<file path="src/rtl/router_pkg.sv">
// Shared types and constants for the router packet transmitter.
// FSM states, header field positions and link limits.
package router_pkg;

  typedef enum logic [2:0] {
    IDLE,
    HEADER,
    PAYLOAD,
    PARITY,
    GAP
  } state_e;

  localparam int LEN_MSB  = 5;
  localparam int LEN_LSB  = 2;
  localparam int DEST_MSB = 1;
  localparam int DEST_LSB = 0;
  localparam int MAX_LEN  = 15;
  localparam int NUM_CHAN = 3;

  function automatic logic [7:0] make_header(
    input logic [3:0] len,
    input logic [1:0] dest
  );
    logic [7:0] h;
    h = '0;
    h[LEN_MSB:LEN_LSB]   = len;
    h[DEST_MSB:DEST_LSB] = dest;
    return h;
  endfunction

endpackage

</file>
<file path="src/rtl/tx_payload_fifo.sv">
// Payload FIFO: push/pop with occupancy count, head visible combinationally.
// Ports: clk, rst, push, push_data, pop, head, count.
module tx_payload_fifo #(
  parameter int DEPTH = 16
) (
  input  logic       clk,
  input  logic       rst,
  input  logic       push,
  input  logic [7:0] push_data,
  input  logic       pop,
  output logic [7:0] head,
  output logic [4:0] count
);
  localparam int AW = $clog2(DEPTH);

  logic [7:0]    mem_q [DEPTH];
  logic [AW-1:0] wr_ptr_q, wr_ptr_d;
  logic [AW-1:0] rd_ptr_q, rd_ptr_d;
  logic [4:0]    count_q, count_d;

  always_comb begin
    wr_ptr_d = wr_ptr_q;
    rd_ptr_d = rd_ptr_q;
    count_d  = count_q;
    if (push) wr_ptr_d = wr_ptr_q + AW'(1);
    if (pop)  rd_ptr_d = rd_ptr_q + AW'(1);
    count_d = count_q + {4'b0, push} - {4'b0, pop};
  end

  always_ff @(posedge clk or posedge rst) begin
    if (rst) begin
      wr_ptr_q <= '0;
      rd_ptr_q <= '0;
      count_q  <= '0;
    end else begin
      wr_ptr_q <= wr_ptr_d;
      rd_ptr_q <= rd_ptr_d;
      count_q  <= count_d;
    end
  end

  // Storage needs no reset; occupancy alone decides validity.
  always_ff @(posedge clk) begin
    if (push) mem_q[wr_ptr_q] <= push_data;
  end

  assign head  = mem_q[rd_ptr_q];
  assign count = count_q;

endmodule

</file>
<file path="src/rtl/router_packet_tx.sv">
// Packet transmitter: buffers payload, then emits header/payload/parity burst.
// Ports: host write/send side, rtr_busy in, pkt_valid/pkt_data/done/reject out.
module router_packet_tx
  import router_pkg::*;
#(
  parameter int DEPTH      = 16,
  parameter int GAP_CYCLES = 2
) (
  input  logic       clk,
  input  logic       rst,
  input  logic       wr_en,
  input  logic [7:0] wr_data,
  output logic       wr_full,
  output logic [4:0] buf_count,
  input  logic       send,
  input  logic [1:0] send_dest,
  input  logic       send_inject_err,
  output logic       send_ready,
  input  logic       rtr_busy,
  output logic       pkt_valid,
  output logic [7:0] pkt_data,
  output logic       done,
  output logic       reject
);
  localparam int GW = $clog2(GAP_CYCLES + 1);

  state_e        state_q, state_d;
  logic [1:0]    dest_q, dest_d;
  logic [3:0]    len_q, len_d;
  logic          inj_q, inj_d;
  logic [3:0]    rem_q, rem_d;
  logic [7:0]    par_q, par_d;
  logic [GW-1:0] gap_q, gap_d;
  logic          valid_q, valid_d;
  logic [7:0]    data_q, data_d;
  logic          done_q, done_d;
  logic          rej_pend_q, rej_pend_d;
  logic          reject_q, reject_d;

  logic       push, pop, start;
  logic [7:0] head;
  logic [4:0] count;

  tx_payload_fifo #(.DEPTH(DEPTH)) u_fifo (
    .clk       (clk),
    .rst       (rst),
    .push      (push),
    .push_data (wr_data),
    .pop       (pop),
    .head      (head),
    .count     (count)
  );

  assign send_ready = (state_q == IDLE) && !rtr_busy && !rst;
  assign wr_full    = (count == 5'(MAX_LEN)) || (state_q != IDLE);
  assign push       = wr_en && !wr_full && !start;

  always_comb begin
    state_d    = state_q;
    dest_d     = dest_q;
    len_d      = len_q;
    inj_d      = inj_q;
    rem_d      = rem_q;
    par_d      = par_q;
    gap_d      = gap_q;
    valid_d    = 1'b0;
    data_d     = 8'h00;
    done_d     = 1'b0;
    rej_pend_d = 1'b0;
    // Reject is staged one cycle so it lines up with where a header would be.
    reject_d   = rej_pend_q;
    pop        = 1'b0;
    start      = 1'b0;
    unique case (state_q)
      IDLE: begin
        if (send && send_ready) begin
          if (count != 5'd0 && send_dest < 2'(NUM_CHAN)) begin
            start   = 1'b1;
            state_d = HEADER;
            dest_d  = send_dest;
            len_d   = count[3:0];
            inj_d   = send_inject_err;
          end else begin
            rej_pend_d = 1'b1;
          end
        end
      end
      HEADER: begin
        valid_d = 1'b1;
        data_d  = make_header(len_q, dest_q);
        par_d   = make_header(len_q, dest_q);
        rem_d   = len_q;
        state_d = PAYLOAD;
      end
      PAYLOAD: begin
        valid_d = 1'b1;
        data_d  = head;
        pop     = 1'b1;
        par_d   = par_q ^ head;
        rem_d   = rem_q - 4'd1;
        if (rem_q == 4'd1) state_d = PARITY;
      end
      PARITY: begin
        valid_d = 1'b1;
        data_d  = {par_q[7:1], par_q[0] ^ inj_q};
        gap_d   = '0;
        state_d = GAP;
      end
      GAP: begin
        done_d = (gap_q == '0);
        if (gap_q == GW'(GAP_CYCLES - 1)) state_d = IDLE;
        else gap_d = gap_q + GW'(1);
      end
      default: state_d = IDLE;
    endcase
  end

  always_ff @(posedge clk or posedge rst) begin
    if (rst) begin
      state_q    <= IDLE;
      dest_q     <= '0;
      len_q      <= '0;
      inj_q      <= 1'b0;
      rem_q      <= '0;
      par_q      <= '0;
      gap_q      <= '0;
      valid_q    <= 1'b0;
      data_q     <= 8'h00;
      done_q     <= 1'b0;
      rej_pend_q <= 1'b0;
      reject_q   <= 1'b0;
    end else begin
      state_q    <= state_d;
      dest_q     <= dest_d;
      len_q      <= len_d;
      inj_q      <= inj_d;
      rem_q      <= rem_d;
      par_q      <= par_d;
      gap_q      <= gap_d;
      valid_q    <= valid_d;
      data_q     <= data_d;
      done_q     <= done_d;
      rej_pend_q <= rej_pend_d;
      reject_q   <= reject_d;
    end
  end

  assign buf_count = count;
  assign pkt_valid = valid_q;
  assign pkt_data  = data_q;
  assign done      = done_q;
  assign reject    = reject_q;

endmodule

</file>
<file path="config.mk">
export PLATFORM = sky130hd
export DESIGN_NAME = router_packet_tx
export DESIGN_NICKNAME = d
export VERILOG_FILES = /design/src/rtl/router_pkg.sv /design/src/rtl/tx_payload_fifo.sv /design/src/rtl/router_packet_tx.sv
export SDC_FILE = /design/constraint.sdc
export NUM_CORES = 1
export LEC_CHECK = 0
export CORE_MARGIN = 1.5
export CORE_UTILIZATION = 60
export CTS_CLUSTER_SIZE = 12
export DETAILED_ROUTE_END_ITERATION = 16
export PLACE_DENSITY = 0.8
export SLEW_MARGIN = 20
export SYNTH_ARGS = -nofsm -noshare
export SYNTH_HDL_FRONTEND = slang
export SYNTH_SLANG_ARGS = --single-unit
</file>
<file path="constraint.sdc">
create_clock -name clk -period 3 [get_ports clk]
set_input_delay 0.9 -clock clk [delete_from_list [all_inputs] [get_ports clk]]
set_output_delay 0.9 -clock clk [all_outputs]
set_load 0.005 [all_outputs]
</file>
[After elaboration in Yosys (flattened, before gate mapping)]
Memories as Yosys holds them, arrays and structs flattened.
Index checks and enable logic that the tools add are counted.
Word-level totals
  logic and storage cells: 79
  output and inout port bits: 18
  bits in registers: 49
  memories: 1
  RAM bits: 128
  latch bits: 0
  input bits: 16
  ROM bits: 0
Memory list
  u_fifo.mem_q: depth 16, bits a word 8, read ports 1, clocked after Yosys merged registers in 0, write ports 1, RTL line tx_payload_fifo.sv:16  | logic [7:0] mem_q [DEPTH];
Operators by class
  equal/unequal tests: 12
  order comparisons: 1
  bitwise operators: 2
  muxes and demuxes: 21
  shifts and indexed selects: 0
  $add $sub $neg: 6
  div/mod/pow operators: 0
  reductions and logical operators: 21
  multipliers: 0
Operator list (count)
  one-hot mux 8 bit (3 select lines): 1
  one-hot mux 8 bit (2 select lines): 1
  one-hot mux 3 bit (5 select lines): 1
  two-way mux 3 bit: 4
  two-way mux 1 bit: 11
  adder 4 x 1 -> 4 bit, second input constant: 2
  one-hot mux 4 bit (2 select lines): 1
  XOR 8 bit: 1
  == test 3 x 2 -> 1 bit, second input constant: 2
  logical AND 1 bit: 6
  inequality test 2 bit, second input constant: 3
  adder 5 x 1 -> 5 bit: 1
  == test 5 x 4 -> 1 bit, second input constant: 1
  nonzero test 5 bit: 1
  subtractor 5 x 1 -> 5 bit: 1
  == test 4 x 1 -> 1 bit, second input constant: 1
  zero test 1 bit: 4
  inequality test 2 x 1 -> 1 bit, second input constant: 2
  one-hot mux 2 bit (2 select lines): 1
  AND reduction 4 bit: 1
  nonzero test 2 bit: 2
  subtractor 4 x 1 -> 4 bit, second input constant: 1
  == test 3 x 1 -> 1 bit, second input constant: 1
  == test 3 bit, second input constant: 1
  other kinds (12): 12

[Longest topological paths before layout]
Gate-level depths: netlist of the first run.
  word-level depth: 10
  gate-level depth with buffers: 15
  mapped depth without buffers: 13

[Modules after synthesis]
Synthesis of the first run repeated with hierarchy kept, for this count alone.
Unflattened totals
  cells, all modules: 482
  area, all modules: 7589.8 µm²
Modules (own cells, without submodules)
  tx_payload_fifo: cells each 275, area each 5683.0 µm², times used 1, seq. area each 4169.0 µm²
  router_packet_tx: cells each 207, area each 1906.8 µm², times used 1, seq. area each 900.9 µm²

[Worst setup path before layout of the first run]
OpenSTA, ideal clock, no wires.
  path type: in2reg
  start: in rtr_busy
  end: reg u_fifo.count_q[4] (netlist: u_fifo.count[4])
  slack: 402 ps
  cell stages on the path: 12
  library setup time: 80 ps
  arrival: 2518 ps
  data required time: 2920 ps
  cells stage by stage: nor3b_1 nand4_1 and3_1 buf_4 ha_1 inv_1 fa_1 inv_1 a21oi_1 nor2_1 nor2_1 xnor2_1
On the way
  word-level cells in the longest chain between the ends: 10
RTL lines
  from (decl): RTL line router_packet_tx.sv:19  | input logic rtr_busy,
  zero test 1 bit: RTL line router_packet_tx.sv:54  | assign send_ready = (state_q == IDLE) && !rtr_busy && !rst;
  logical AND 1 bit (2 in a row): RTL line router_packet_tx.sv:54
  logical AND 1 bit: RTL line router_packet_tx.sv:76  | if (send && send_ready) begin
  two-way mux 1 bit: RTL line router_packet_tx.sv:76
  two-way mux 1 bit: RTL line router_packet_tx.sv:74  | unique case (state_q)
  zero test 1 bit: RTL line router_packet_tx.sv:56  | assign push = wr_en && !wr_full && !start;
  logical AND 1 bit: RTL line router_packet_tx.sv:56
  net push: RTL line router_packet_tx.sv:40  | logic push, pop, start;
  adder 5 x 1 -> 5 bit: RTL line tx_payload_fifo.sv:27  | count_d = count_q + {4'b0, push} - {4'b0, pop};
  subtractor 5 x 1 -> 5 bit: RTL line tx_payload_fifo.sv:27
  net u_fifo.count_d[4]: RTL line tx_payload_fifo.sv:19  | logic [4:0] count_q, count_d;
  to (signal assigned): RTL line tx_payload_fifo.sv:38  | count_q <= count_d;
  to (decl): RTL line tx_payload_fifo.sv:19
The timed path passes the listed nets, and every way through them passes these cells.
A chain may end at the register's enable or synchronous reset.

[Worst setup path after layout of the first run]
  start: in rst
  end: out send_ready
On the way
  word-level cells in the longest chain between the ends: 2
RTL lines
  from (decl): RTL line router_packet_tx.sv:10  | input logic rst,
  zero test 1 bit (no line)
  logical AND 1 bit: RTL line router_packet_tx.sv:54
  to (decl): RTL line router_packet_tx.sv:18  | output logic send_ready,
No other way between the ends.

==> results of run 1 <==
==> timing repair <==
| action | 4_1_cts | 5_1_grt |
|---|---|---|
| resized for setup | 1 | 1 |
| setup endpoints to repair | 1 | 1 |
| setup buffers | 0 | 0 |
==> critical path: cells and delay by family <==
family	cells	cell delay (ns)
buffers and inverters	2	0.97
AND/OR/NAND/NOR	1	0.18
==> cell usage in the layout, fill, tap and decap left out, drive strengths merged, types with 17 or more instances in the layout <==
master	n
edfxtp	128
dfrtp	49
mux2i	41
clkdlybuf4s50	33
nand2	29
clkbuf	24
inv	22
mux4	22
and2	17
buf	17
==> registers in the layout, summed over array words and instances, names as in the netlist <==
register,count
len_q,4
pkt_data,8
inj_q,1
done,1
pkt_valid,1
reject,1
rej_pend_q,1
state_q,3
u_fifo.mem_q,128
par_q,8
dest_q,2
gap_q,2
u_fifo.count,5
rem_q,4
u_fifo.wr_ptr_q,4
u_fifo.rd_ptr_q,4
==> final cells by class <==
type / instances / area share
timing repair buffer: 50 / 0.0610
clock inverter: 8 / 0.0123
tap: 168 / 0.0241
clock buffer: 24 / 0.0528
multi-input combinational: 250 / 0.260
sequential: 177 / 0.580
inverter: 22 / 0.00959
==> report_power, final <==
part	total, mW	switching [mW]	internal, mW	leakage [nW]
logic	2.77	1.45	1.32	1.24
clock network	2.14	0.883	1.25	0.273
registers	3.42	0.368	3.05	1.76
total	8.33	2.70	5.63	3.28
==> logic make-up after synthesis <==
family	after synthesis
DFF	177
and+or+nand+nor	95
muxes	66
AOI/OAI and AO/OA	61
buffers and inverters	42
adders and majority gates	17
xor gates and xnor gates	11
==> per-stage QoR <==
| step | util | power [mW] |
|---|---|---|
| 2_1_floorplan | - | 5.27 |
| 3_3_place_gp | 0.671 | 6.03 |
| 3_5_place_dp | 0.671 | 6.15 |
| 4_1_cts | 0.718 | 8.34 |
| 5_1_grt | 0.719 | 8.75 |
| 6_report | 0.719 | 8.33 |
==> path summary, 6_finish.rpt <==
check	end	start
worst max-delay path	send_ready	rst
worst min-delay path	reject$_DFF_PP0_	rej_pend_q$_DFF_PP0_
worst max register to register	u_fifo.mem_q[13][4]$_DFFE_PP_	u_fifo.count[3]$_DFF_PP0_
worst min register to register	reject$_DFF_PP0_	rej_pend_q$_DFF_PP0_
max in group asynchronous	u_fifo.rd_ptr_q[1]$_DFFE_PP0N_	rst
min in group asynchronous	gap_q[0]$_DFFE_PP0P_	rst
==> metal layers <==
layer / wire length [um] / GRT usage / share of wire / vias to the layer above
met3: 897 / 0.0548 / 0.057 / 42
met4: 533 / 0.135 / 0.034 / 0
met5: 0 / 0 / 0 / -
li1: - / - / - / 1908
met2: 8150 / 0.442 / 0.51 / 187
met1: 6280 / 0.321 / 0.40 / 2167
==> impl_metrics.json, run 1 <==
{
  "drv_slew": 0,
  "rows": 40,
  "pre_cts_slack_ns": 0.0115,
  "holdWs_ns": 0.356,
  "area_delta_synth_final_pct": 15.8,
  "diodes": 0,
  "rr_worst_depth": 8,
  "timing.slew.headroom": 0.507,
  "cts_tree": "built",
  "wl_per_cell_um": 22.7,
  "reg2reg_slack_ns": 0.32,
  "insertion_delay_ns": 0.43,
  "dr.first_iter.drc_count": 320,
  "worst_slack_ns": 0.0444,
  "place_area_um2": 8160,
  "worstPathArrival_ns": 2.06,
  "fin_crit_sh": 0.985,
  "syn_nets": 502,
  "yosys.cell_count.top_type": "edfxtp_1",
  "path_class": "in2out",
  "setup_viol": 0,
  "fin_skew_ns": 0.00900,
  "grt_pass1_wl_mm": 24.6,
  "clock_path_buffers": 2,
  "cts.sinks": 177,
  "maxCapViolations": 0,
  "ctsHoldBuffers": 0,
  "antenna_found_initial": 0,
  "stdcell_count": 699,
  "synthTopCellsByCount": "edfxtp_1, dfrtp_1, mux2i_1, nand2_1, inv_1",
  "ir_worst_vdd_uv": 449,
  "port_buffers": 33,
  "cts_htree_levels": 4,
  "synth.area.mux_share": 0.132,
  "synth_top_area_share": 0.509,
  "synth.avg_cell_area_um2": 16.1,
  "nets": 551,
  "path_max_fanout": 3,
  "track_usage": 0.261,
  "crit_path_start_kind": "input pin",
  "ios": 34,
  "netlist_instances": 469,
  "power.leakage_nw": 3.28,
  "die_area_um2": 13300,
  "grt_pass1_vias": 4399,
  "setup-tns-final_ns": 0,
  "synth-simple-area-share": 0.0676,
  "drc": 0,
  "synth_seq_cells": 177,
  "place_hpwl_mm": 10.1,
  "grt_overflow": 0,
  "ys_seq_area_frac": 0.672,
  "worstMarginPinSlew_ns": 0.737,
  "die_x_um": 115,
  "vias": 4304,
  "cellPowerDensity_nw_per_um2": 953,
  "synth.distinct_cells": 59,
  "fp.dieH_um": 115,
  "async_flop_share": 0.277,
  "vias_per_cell": 6.16,
  "core_um2": 12200,
  "drt-total-wl_mm": 15.9,
  "cpPeakStageDelay_ns": 0.52,
  "hold_depth": 0,
  "crit_top_cell": "clkdlybuf4s50_1",
  "synth_adder_area_share": 0.0292,
  "firstDrtPassIters": 5,
  "final_area_um2": 8740,
  "fmax_mhz": 338,
  "cts_buffers": 17,
  "critPathRequiredTime_ns": 2.10,
  "dominantRegCellSynth": "edfxtp_1",
  "area.sequential_um2": 5070,
  "min_path_type": "reg2reg",
  "multi_input_area_um2": 2270,
  "hold_viol": 0,
  "initial_core_util": 0.621,
  "synth_edf_count": 128,
  "synth_top_cell_by_area": "edfxtp_1",
  "critPathCaptureType": "output pin",
  "grt_max_degree": 35,
  "synth_compound_area_frac": 0.0582,
  "crit_chain": "clkdlybuf4s50_1 -> nor3_1 -> clkdlybuf4s50_1",
  "syn_area_um2": 7550,
  "globalplace.congestion": 0.809,
  "synth_top_family_by_area": "multiplexers",
  "synthTopCellsByArea": "edfxtp_1, dfrtp_1, mux2i_1",
  "root_buffer": "clkbuf_16",
  "synth-xor-area-share": 0.0128,
  "nFillCells": 768,
  "clk_pin_slew_worst_paths_ns": 0.06,
  "dpl.cell_count": 667,
  "status": "complete, no violations",
  "rsz0062_at_grt": "false",
  "ant_nets": 0,
  "drive_gt1_frac": 0.121,
  "period_needed_ns": 2.96,
  "yosys_warnings": 0,
  "cp_slowest_cell": "clkdlybuf4s50_1"
}
(Power assumes the default switching activity.)
==> run 2, diff against run 1 <==
--- a/config.mk
+++ b/config.mk
@@ -6,11 +6,12 @@
 export NUM_CORES = 1
 export LEC_CHECK = 0
 export CORE_MARGIN = 1.5
-export CORE_UTILIZATION = 60
+export CORE_UTILIZATION = 55
 export CTS_CLUSTER_SIZE = 12
 export DETAILED_ROUTE_END_ITERATION = 16
-export PLACE_DENSITY = 0.8
+export PLACE_DENSITY = 0.75
 export SLEW_MARGIN = 20
 export SYNTH_ARGS = -nofsm -noshare
 export SYNTH_HDL_FRONTEND = slang
 export SYNTH_SLANG_ARGS = --single-unit
+export TNS_END_PERCENT = 20
==> impl_metrics.json, run 2 (synthesis results as in run 1) <==
{
  "status": "complete, no violations",
  "dr.first_iter.drc_count": 436,
  "drc": 0,
  "cellPowerDensity_nw_per_um2": 950,
  "die_x_um": 120,
  "setup_viol": 0,
  "ant_nets": 0,
  "nets": 551,
  "final_area_um2": 8690,
  "power.leakage_nw": 3.27,
  "diodes": 0,
  "clk_pin_slew_worst_paths_ns": 0.07,
  "cts_buffers": 17,
  "firstDrtPassIters": 5,
  "holdWs_ns": 0.361,
  "antenna_found_initial": 0,
  "drive_gt1_frac": 0.130,
  "core_um2": 13300,
  "fp.dieH_um": 120,
  "final_common_cell": "edfxtp_1",
  "worst_slack_ns": 0.0556,
  "globalplace.congestion": 0.822,
  "crit_chain": "clkdlybuf4s50_1 -> nor3_1 -> clkdlybuf4s50_1",
  "setup-tns-final_ns": 0,
  "rsz0062_at_grt": "false",
  "layout_common_cells": "edfxtp_1, dfrtp_1, mux2i_1",
  "worstPathArrival_ns": 2.04,
  "cts.sinks": 177,
  "postCtsSetupBuffers": 0,
  "wl_per_cell_um": 22.0,
  "vias": 4263,
  "path_class": "in2out",
  "ctsHoldBuffers": 0,
  "clock_path_buffers": 2,
  "area_delta_synth_final_pct": 15.2,
  "fin_skew_ns": 0.0113,
  "largest_register_ffs": 128,
  "grt_max_degree": 50,
  "insertion_delay_ns": 0.44,
  "cts_resized": 0,
  "vias_per_cell": 6.03,
  "grt_pass1_wl_mm": 24.0,
  "area.sequential_um2": 5070,
  "timing.slew.headroom": 0.493,
  "power.total_mw": 8.26,
  "period_needed_ns": 2.94,
  "root_buffer": "clkbuf_16",
  "fin_crit_sh": 0.981,
  "critPathCaptureType": "output pin",
  "reg2reg_slack_ns": 0.29,
  "pre_cts_slack_ns": -0.0503,
  "critPathRequiredTime_ns": 2.10,
  "hold_viol": 0,
  "cpPeakStageDelay_ns": 0.52,
  "drt-total-wl_mm": 15.5,
  "die_area_um2": 14400,
  "cts_tree": "built",
  "cts_htree_levels": 4,
  "min_path_type": "reg2reg",
  "track_usage": 0.233,
  "crit_top_cell": "clkdlybuf4s50_1",
  "grt_pass1_vias": 4267,
  "cp_slowest_cell": "clkdlybuf4s50_1",
  "fmax_mhz": 340,
  "rows": 42,
  "grt_overflow": 0,
  "port_buffers": 33,
  "nFillCells": 928,
  "drv_slew": 0,
  "multi_input_area_um2": 2270,
  "worstMarginPinSlew_ns": 0.758,
  "initial_core_util": 0.568,
  "maxCapViolations": 0,
  "path_max_fanout": 2,
  "place_area_um2": 8110,
  "ir_worst_vdd_uv": 537,
  "ios": 34,
  "crit_path_start_kind": "input pin",
  "largest-register": "u_fifo.mem_q",
  "place_hpwl_mm": 10.6
}
## run 2: cell types whose count changed in the layout (fill, tap and decap cells not counted), moves of 2 or more
| cell | change |
|---|---|
| clkbuf_1 | -6 |
| bufinv_16 | -2 |
| clkinvlp_4 | +2 |
| buf_4 | +5 |
| clkinv_8 | +3 |
| buf_12 | -5 |
| inv_8 | +3 |
## run 2: critical path: cells and delay by family
kind | cells | cell delay, ns
AND/OR/NAND/NOR | 1 | 0.19
buffers and inverters | 2 | 0.96
## run 2: power breakdown
group / internal, mW / switching (mW)
Clock: 1.10 / 1.01
Combinational: 1.30 / 1.40
Sequential: 3.05 / 0.402
Total: 5.45 / 2.81
## run 2: stage by stage
stage / utilization / cells
after floorplan: - / 469
after global placement: 0.610 / 675
after detailed placement: 0.610 / 675
after CTS: 0.653 / 707
after global routing: 0.654 / 707
final: 0.654 / 707
## run 2: area by class of cell
cell class	count	area share
tap	176	0.0253
clock buffer	17	0.0489
timing repair buffer	50	0.0544
multi-input combinational	250	0.261
inverter	22	0.00964
clock inverter	15	0.0171
sequential	177	0.583
## run 2: path summary, 6_finish.rpt
| check | start | cells after the start | endpoint |
|---|---|---|---|
| max | rtr_busy | 3 | send_ready |
| min | rej_pend_q$_DFF_PP0_ | 0 | reject$_DFF_PP0_ |
| max reg2reg | u_fifo.count[2]$_DFF_PP0_ | 8 | u_fifo.mem_q[9][5]$_DFFE_PP_ |
| min reg2reg | rej_pend_q$_DFF_PP0_ | 0 | reject$_DFF_PP0_ |
| max in group asynchronous | rst | 3 | state_q[2]$_DFFE_PP0P_ |
| min in group asynchronous | rst | 3 | len_q[3]$_DFFE_PP0P_ |
## run 2: routing by layer
layer	share of wire	track usage	vias up
met5	0	0	-
met2	0.49	0.361	163
met1	0.42	0.314	2172
met4	0.024	0.0990	0
met3	0.066	0.0623	24
li1	-	-	1904
